### src/rtl/mem_arbiter.sv
// Byte-serial arbiter sharing one unified RAM port between instruction fetch and MEM loads/stores.
// MEM has priority; 8/16/32-bit requests become byte cycles, read data assembled little-endian.
module mem_arbiter #(
    parameter int ADDR_WIDTH = 32
) (
    input  logic                  clk,
    input  logic                  rst,
    input  logic                  if_req_i,
    input  logic [ADDR_WIDTH-1:0] if_addr_i,
    input  logic                  if_flush_i,
    output logic                  if_done_o,
    output logic [31:0]           if_data_o,
    input  logic                  mem_req_i,
    input  logic                  mem_we_i,
    input  logic [1:0]            mem_len_i,
    input  logic [ADDR_WIDTH-1:0] mem_addr_i,
    input  logic [31:0]           mem_wdata_i,
    output logic                  mem_done_o,
    output logic [31:0]           mem_rdata_o,
    output logic [ADDR_WIDTH-1:0] ram_addr_o,
    output logic                  ram_wr_o,
    output logic [7:0]            ram_dout_o,
    input  logic [7:0]            ram_din_i,
    output logic                  busy_o
);

    typedef enum logic [1:0] {IDLE, READ, WRITE, DONE} state_t;

    state_t                  state, state_next;
    logic                    owner_mem;
    logic [ADDR_WIDTH-1:0]   base;
    logic [2:0]              n;
    logic [2:0]              cnt;
    logic [31:0]             data;
    logic [31:0]             wdata;
    logic [31:0]             if_hold;
    logic [31:0]             mem_hold;
    logic [31:0]             wdata_shift;

    always_ff @(posedge clk) begin
        if (rst) state <= IDLE;
        else     state <= state_next;
    end

    always_comb begin
        state_next  = state;
        ram_wr_o    = 1'b0;
        ram_addr_o  = '0;
        ram_dout_o  = '0;
        wdata_shift = wdata >> {cnt[1:0], 3'b000};
        busy_o      = (state != IDLE);
        if_done_o   = 1'b0;
        mem_done_o  = 1'b0;
        case (state)
            IDLE: begin
                if (mem_req_i)                      state_next = mem_we_i ? WRITE : READ;
                else if (if_req_i && !if_flush_i)   state_next = READ;
            end
            READ: begin
                // one extra cycle (cnt == n) drains the last byte from the RAM's one-cycle latency
                if (cnt < n) ram_addr_o = base + ADDR_WIDTH'(cnt);
                if (!owner_mem && if_flush_i) state_next = IDLE;
                else if (cnt == n)            state_next = DONE;
            end
            WRITE: begin
                ram_wr_o   = 1'b1;
                ram_addr_o = base + ADDR_WIDTH'(cnt);
                ram_dout_o = wdata_shift[7:0];
                if (cnt == n - 3'd1) state_next = DONE;
            end
            DONE: begin
                if_done_o  = !owner_mem && !if_flush_i;
                mem_done_o = owner_mem;
                state_next = IDLE;
            end
            default: state_next = IDLE;
        endcase
        if_data_o   = if_done_o  ? data : if_hold;
        mem_rdata_o = mem_done_o ? data : mem_hold;
    end

    always_ff @(posedge clk) begin
        if (rst) begin
            owner_mem <= 1'b0;
            base      <= '0;
            n         <= '0;
            cnt       <= '0;
            data      <= '0;
            wdata     <= '0;
            if_hold   <= '0;
            mem_hold  <= '0;
        end else begin
            case (state)
                IDLE: begin
                    cnt  <= '0;
                    data <= '0;
                    if (mem_req_i) begin
                        owner_mem <= 1'b1;
                        base      <= mem_addr_i;
                        wdata     <= mem_wdata_i;
                        case (mem_len_i)
                            2'b00:   n <= 3'd1;
                            2'b01:   n <= 3'd2;
                            default: n <= 3'd4;
                        endcase
                    end else if (if_req_i && !if_flush_i) begin
                        owner_mem <= 1'b0;
                        base      <= if_addr_i;
                        n         <= 3'd4;
                    end
                end
                READ: begin
                    case (cnt)
                        3'd1:    data[7:0]   <= ram_din_i;
                        3'd2:    data[15:8]  <= ram_din_i;
                        3'd3:    data[23:16] <= ram_din_i;
                        3'd4:    data[31:24] <= ram_din_i;
                        default: ;
                    endcase
                    cnt <= cnt + 3'd1;
                end
                WRITE: cnt <= cnt + 3'd1;
                DONE: begin
                    if (if_done_o)  if_hold  <= data;
                    if (mem_done_o) mem_hold <= data;
                end
                default: ;
            endcase
        end
    end

endmodule
### config.mk
export PLATFORM = sky130hd
export DESIGN_NAME = mem_arbiter
export DESIGN_NICKNAME = d
export VERILOG_FILES = /design/src/rtl/mem_arbiter.sv
export SDC_FILE = /design/constraint.sdc
export NUM_CORES = 1
export LEC_CHECK = 0
export ABC_AREA = 1
export CAP_MARGIN = 20
export CORE_MARGIN = 4
export CORE_UTILIZATION = 30
export DETAILED_ROUTE_END_ITERATION = 6
export PLACE_DENSITY = 0.62
export SYNTH_ARGS = -nofsm -noshare
export SYNTH_HDL_FRONTEND = slang
export SYNTH_SLANG_ARGS = --single-unit
### constraint.sdc
create_clock -name clk -period 6.08 [get_ports clk]
set_input_delay 1.824 -clock clk [delete_from_list [all_inputs] [get_ports clk]]
set_output_delay 1.824 -clock clk [all_outputs]
set_load 0.03 [all_outputs]
# Yosys cells after proc, flatten, opt, wreduce, memory -nomap -nowiden
# Cells that the tools add are included.
# op_classes
eq_ne,17
n_addsub,3
n_reduce_logical,19
shifts,1
mux,28
magnitude_cmp,1
# ops
operator,n
2-to-1 mux 32 bit,5
one-hot mux 32 bit (2 select lines),2
2-to-1 mux 8 bit,5
adder 32 x 3 -> 32 bit,1
right shift 32 x 5 -> 8 bit,1
2-to-1 mux 2 bit,6
one-hot mux 3 bit (2 select lines),2
AND reduction 2 bit,6
one-hot mux 2 bit (4 select lines),1
nonzero test 2 bit,4
equality test 3 x 2 -> 1 bit (second input constant),2
equality test 3 bit,2
2-to-1 mux 3 bit,2
inequality test 2 x 1 -> 1 bit (second input constant),3
inequality test 3 bit (second input constant),2
2-to-1 mux 1 bit,5
equality test 2 x 1 -> 1 bit (second input constant),2
equality test 2 bit (second input constant),2
logical NOT 2 bit,2
inequality test 2 bit (second input constant),2
adder 3 x 1 -> 3 bit (second input constant),1
equality test 3 x 1 -> 1 bit (second input constant),1
equality test 3 bit (second input constant),1
logical AND 1 bit,3
5 further kinds,6
# word_totals
reg_bits,169
inputBits,112
wordCells,81

# Depth between registers and ports, before layout
# Gate-level depths: netlist of the first run.
# logic_depth
ltp_word,5
mapped_depth,12
depth_no_buf,10

# Worst setup path before layout of the first run
# Ideal clock, no wire load.
# synth_timing
path_type,input to output
startpoint,input port if_flush_i
endpoint,output port if_data_o[7]
path_buffers,1
t_arrival_ps,2737
slack_ps,1519
path_stages,5
required_time_ps,4256
cell_sequence,nor3_4 -> clkbuf_2 -> or2_2 -> o21ai_1 -> inv_1
# synth_via
elab_chain_cells,4
# synth_lines
item,line_no,source
from (decl),10,"input logic if_flush_i,"
logical NOT 1 bit,72,if_done_o = !owner_mem && !if_flush_i;
logical AND 1 bit,72,
2-to-1 mux 1 bit,54,case (state)
via if_done_o,11,"output logic if_done_o,"
2-to-1 mux 32 bit,n/a,
to (decl),12,"output logic [31:0] if_data_o,"
# The timed path passes the listed nets, and every way through them passes these cells.

# Final worst setup path of the first run
# layout_timing
startpoint,input port if_flush_i
endpoint,output port if_data_o[20]
# layout_via
elab_chain_cells,4
# layout_lines
item,line_no
logical NOT 1 bit,72
logical AND 1 bit,72
2-to-1 mux 1 bit,54
2-to-1 mux 32 bit,n/a
# No other way between the ends.

==> results.json, run 1 <==
{
  "postCtsSetupRepairBufs": 0,
  "synth_cells": 1241,
  "die_h_um": 176,
  "worstPathRequired_ns": 4.26,
  "cts_tree": "done",
  "cts.sinks": 169,
  "power.net_switching_mw": 1.68,
  "cts_hold_buf": 0,
  "antenna_found_initial": 0,
  "grt_remaining_overflow": 0,
  "ys_types": 38,
  "ir_drop_mv": 0.200,
  "place_congestion": 0.856,
  "start_kind": "primary input",
  "fin_util_pct": 41.6,
  "cts_made_buffers": 17,
  "portBuffers": 219,
  "syn-cell-area_um2": 8500,
  "outcome": "finished clean",
  "cp.arrival_ns": 4.03,
  "fmax_mhz": 171,
  "nFillCells": 2887,
  "clk_latency_ns": 0.43,
  "dp_slack_ns": 0.242,
  "drtIter0Drc": 423,
  "htree_levels": 4,
  "ctsResizeCount": 0,
  "min_period_ns": 5.85,
  "timing.hold.ws_ns": 0.482,
  "grt_usage_pct": 16.5,
  "synth_top_area_cell": "dfxtp_1",
  "grt_pass1_wl_um": 41900,
  "synth_area_leaders": "dfxtp_1 (40%), nor2_1 (11%), nand2_1 (8.5%)",
  "ys_seq_area_share_pct": 39.8,
  "fp.dieArea_um2": 31100,
  "dpl.hpwl_um": 19200,
  "synth_most_common_cell": "nor2_1",
  "p_total_mw": 4.11,
  "viasPerCell": 4.63,
  "cp_slowest_cell": "clkdlybuf4s50_1",
  "syn_area_per_cell_um2": 6.85,
  "p_seq_share_pct": 35.3,
  "die_x_um": 176,
  "grt_pass1_vias": 8047,
  "drc": 0,
  "core_area_um2": 27900,
  "power_density_nw_per_um2": 355,
  "ys_ff_latch": 169,
  "finalSetupTns_ns": 0,
  "relSlewSlack_pct": 34.7,
  "detail-route-antenna-nets": 0,
  "p_leak_nw": 5.09,
  "async_flop_share_pct": 0,
  "grt_start_max_net_pins": 89,
  "clockRootBuffer": "clkbuf_16",
  "routedWlPerCell_um": 14.2,
  "setup_violations": 0,
  "worstHoldPathType": "register to register",
  "synth_commonest_cells": "nor2_1 (254), nand2_1 (193), dfxtp_1 (169), inv_1 (112), o21ai_0 (107)",
  "ys_warn_count": 0,
  "p_int_mw": 2.43,
  "rows": 61,
  "skew_ns": 0.0136,
  "crit_path_max_incr_delay_ns": 0.66,
  "worst_slack_ns": 0.228,
  "syn_nets": 1370,
  "hold_viol_final": 0,
  "tightest_slew_ns": 0.978,
  "vias": 8424,
  "cap_violations": 0,
  "combPwrFrac_pct": 38.0,
  "synthFlopType": "dfxtp_1",
  "initial_core_util_pct": 30.5,
  "nets": 1557,
  "timing.final.crit_share_pct": 96.3,
  "synth-edff-count": 0,
  "drt_first_pass_iters": 5,
  "synth_top_area_share_pct": 39.8,
  "syn_to_final_growth_pct": 36.4,
  "clkTransAtPathRegs_ns": 0.07,
  "num_antenna_cells": 0,
  "io_pins": 220,
  "crit_chain": "clkdlybuf4s50_1 > nor3_4 > inv_1 > buf_12 > o21ai_2 > inv_1 > clkdlybuf4s50_1",
  "rsz0062_at_grt": "false",
  "swShare_pct": 40.9,
  "drt-total-wl_um": 25900,
  "worstPathMaxFanout": 13,
  "criticalPathCategory": "primary input to output port",
  "cts.path.max_buffers": 2,
  "slew_viol_final": 0,
  "power.share.clock_pct": 26.7,
  "drive_gt1_share_pct": 11.9,
  "endpoint_kind": "output port"
}
worst max-delay path, delay by kind of cell:
kind                   cells  cell delay [ns]
AOI/OAI and AO/OA          1             0.07
buffers and inverters      5             2.04
and+or+nand+nor            1             0.08
cells in the final DEF, fill, tap and decap left out, types with 17 or more instances in the layout:
| master | instances |
|---|---|
| a21oi_1 | 55 |
| o21ai_1 | 17 |
| buf_4 | 25 |
| nand2_1 | 193 |
| clkbuf_16 | 17 |
| or2_2 | 66 |
| o21ai_0 | 107 |
| o21ai_2 | 20 |
| dfxtp_1 | 169 |
| clkdlybuf4s50_1 | 207 |
| nand3_1 | 90 |
| nor2_1 | 253 |
| a31oi_1 | 32 |
| inv_1 | 112 |
cell type report:
class	count	area (µm²)	area share, %
Clock buffer	17	425	3.67
Tap cell	378	473	4.08
Sequential cell	169	3380	29.2
Clock inverter	15	174	1.50
Inverter	115	432	3.72
Multi-Input combinational cell	891	4410	38.0
Timing Repair Buffer	234	2300	19.8
metrics by stage:
step | area [µm²] | cells
3_5_place_dp | 11000 | 1786
5_1_grt | 11600 | 1819
4_1_cts | 11600 | 1818
3_3_place_gp | 11000 | 1786
2_1_floorplan | 8500 | 1241
6_report | 11600 | 1819
layer usage:
metal,global-route usage [%],part of all wire (%),vias up
met2,26.7,45,227
li1,-,-,4353
met4,4.03,1.2,0
met1,22.4,47,3828
met5,0,0,-
met3,3.94,6.9,16
cells by family (layout without fill, tap and decap cells):
family / Yosys count / count (layout) / share of synthesized area [%]
xor gates and xnor gates: 6 / 6 / 0.618
and+or+nand+nor: 633 / 633 / 33.2
buffers and inverters: 181 / 381 / 8.45
DFF: 169 / 169 / 39.8
adders and majority gates: 17 / 17 / 2.59
AOI/OAI and AO/OA: 235 / 235 / 15.4
power by group through the flow:
stage	registers [mW]	clock network, mW	logic, mW
after detailed placement	1.48	0	1.56
after global placement	1.47	0	1.54
after global routing	1.48	1.17	1.76
after CTS	1.45	1.13	1.57
after floorplan	1.42	0	1.08
final	1.45	1.10	1.56
final timing paths:
check              from       endpoint  slack, ns  depth (start not counted)
min           wdata[24]      wdata[24]       0.48                          2
max          if_flush_i  if_data_o[20]       0.23                          7
max reg2reg    state[0]   mem_hold[20]       3.58                          6
min reg2reg   wdata[24]      wdata[24]       0.48                          2
registers in the layout, indices dropped and copies added (netlist names):
signal     count
wdata         32
base          32
state          2
cnt            3
n              3
if_hold       32
mem_hold      32
data          32
owner_mem      1
Note: power is estimated with default switching activity, not from simulation.
==> inputs of run 2 (changes only) <==
- ABC_CLOCK_PERIOD_IN_PS: default -> 6080
- HOLD_SLACK_MARGIN: default -> 0.06
==> results of run 2 <==
No change in the layout: final DEF, timing and power equal those of run 1.
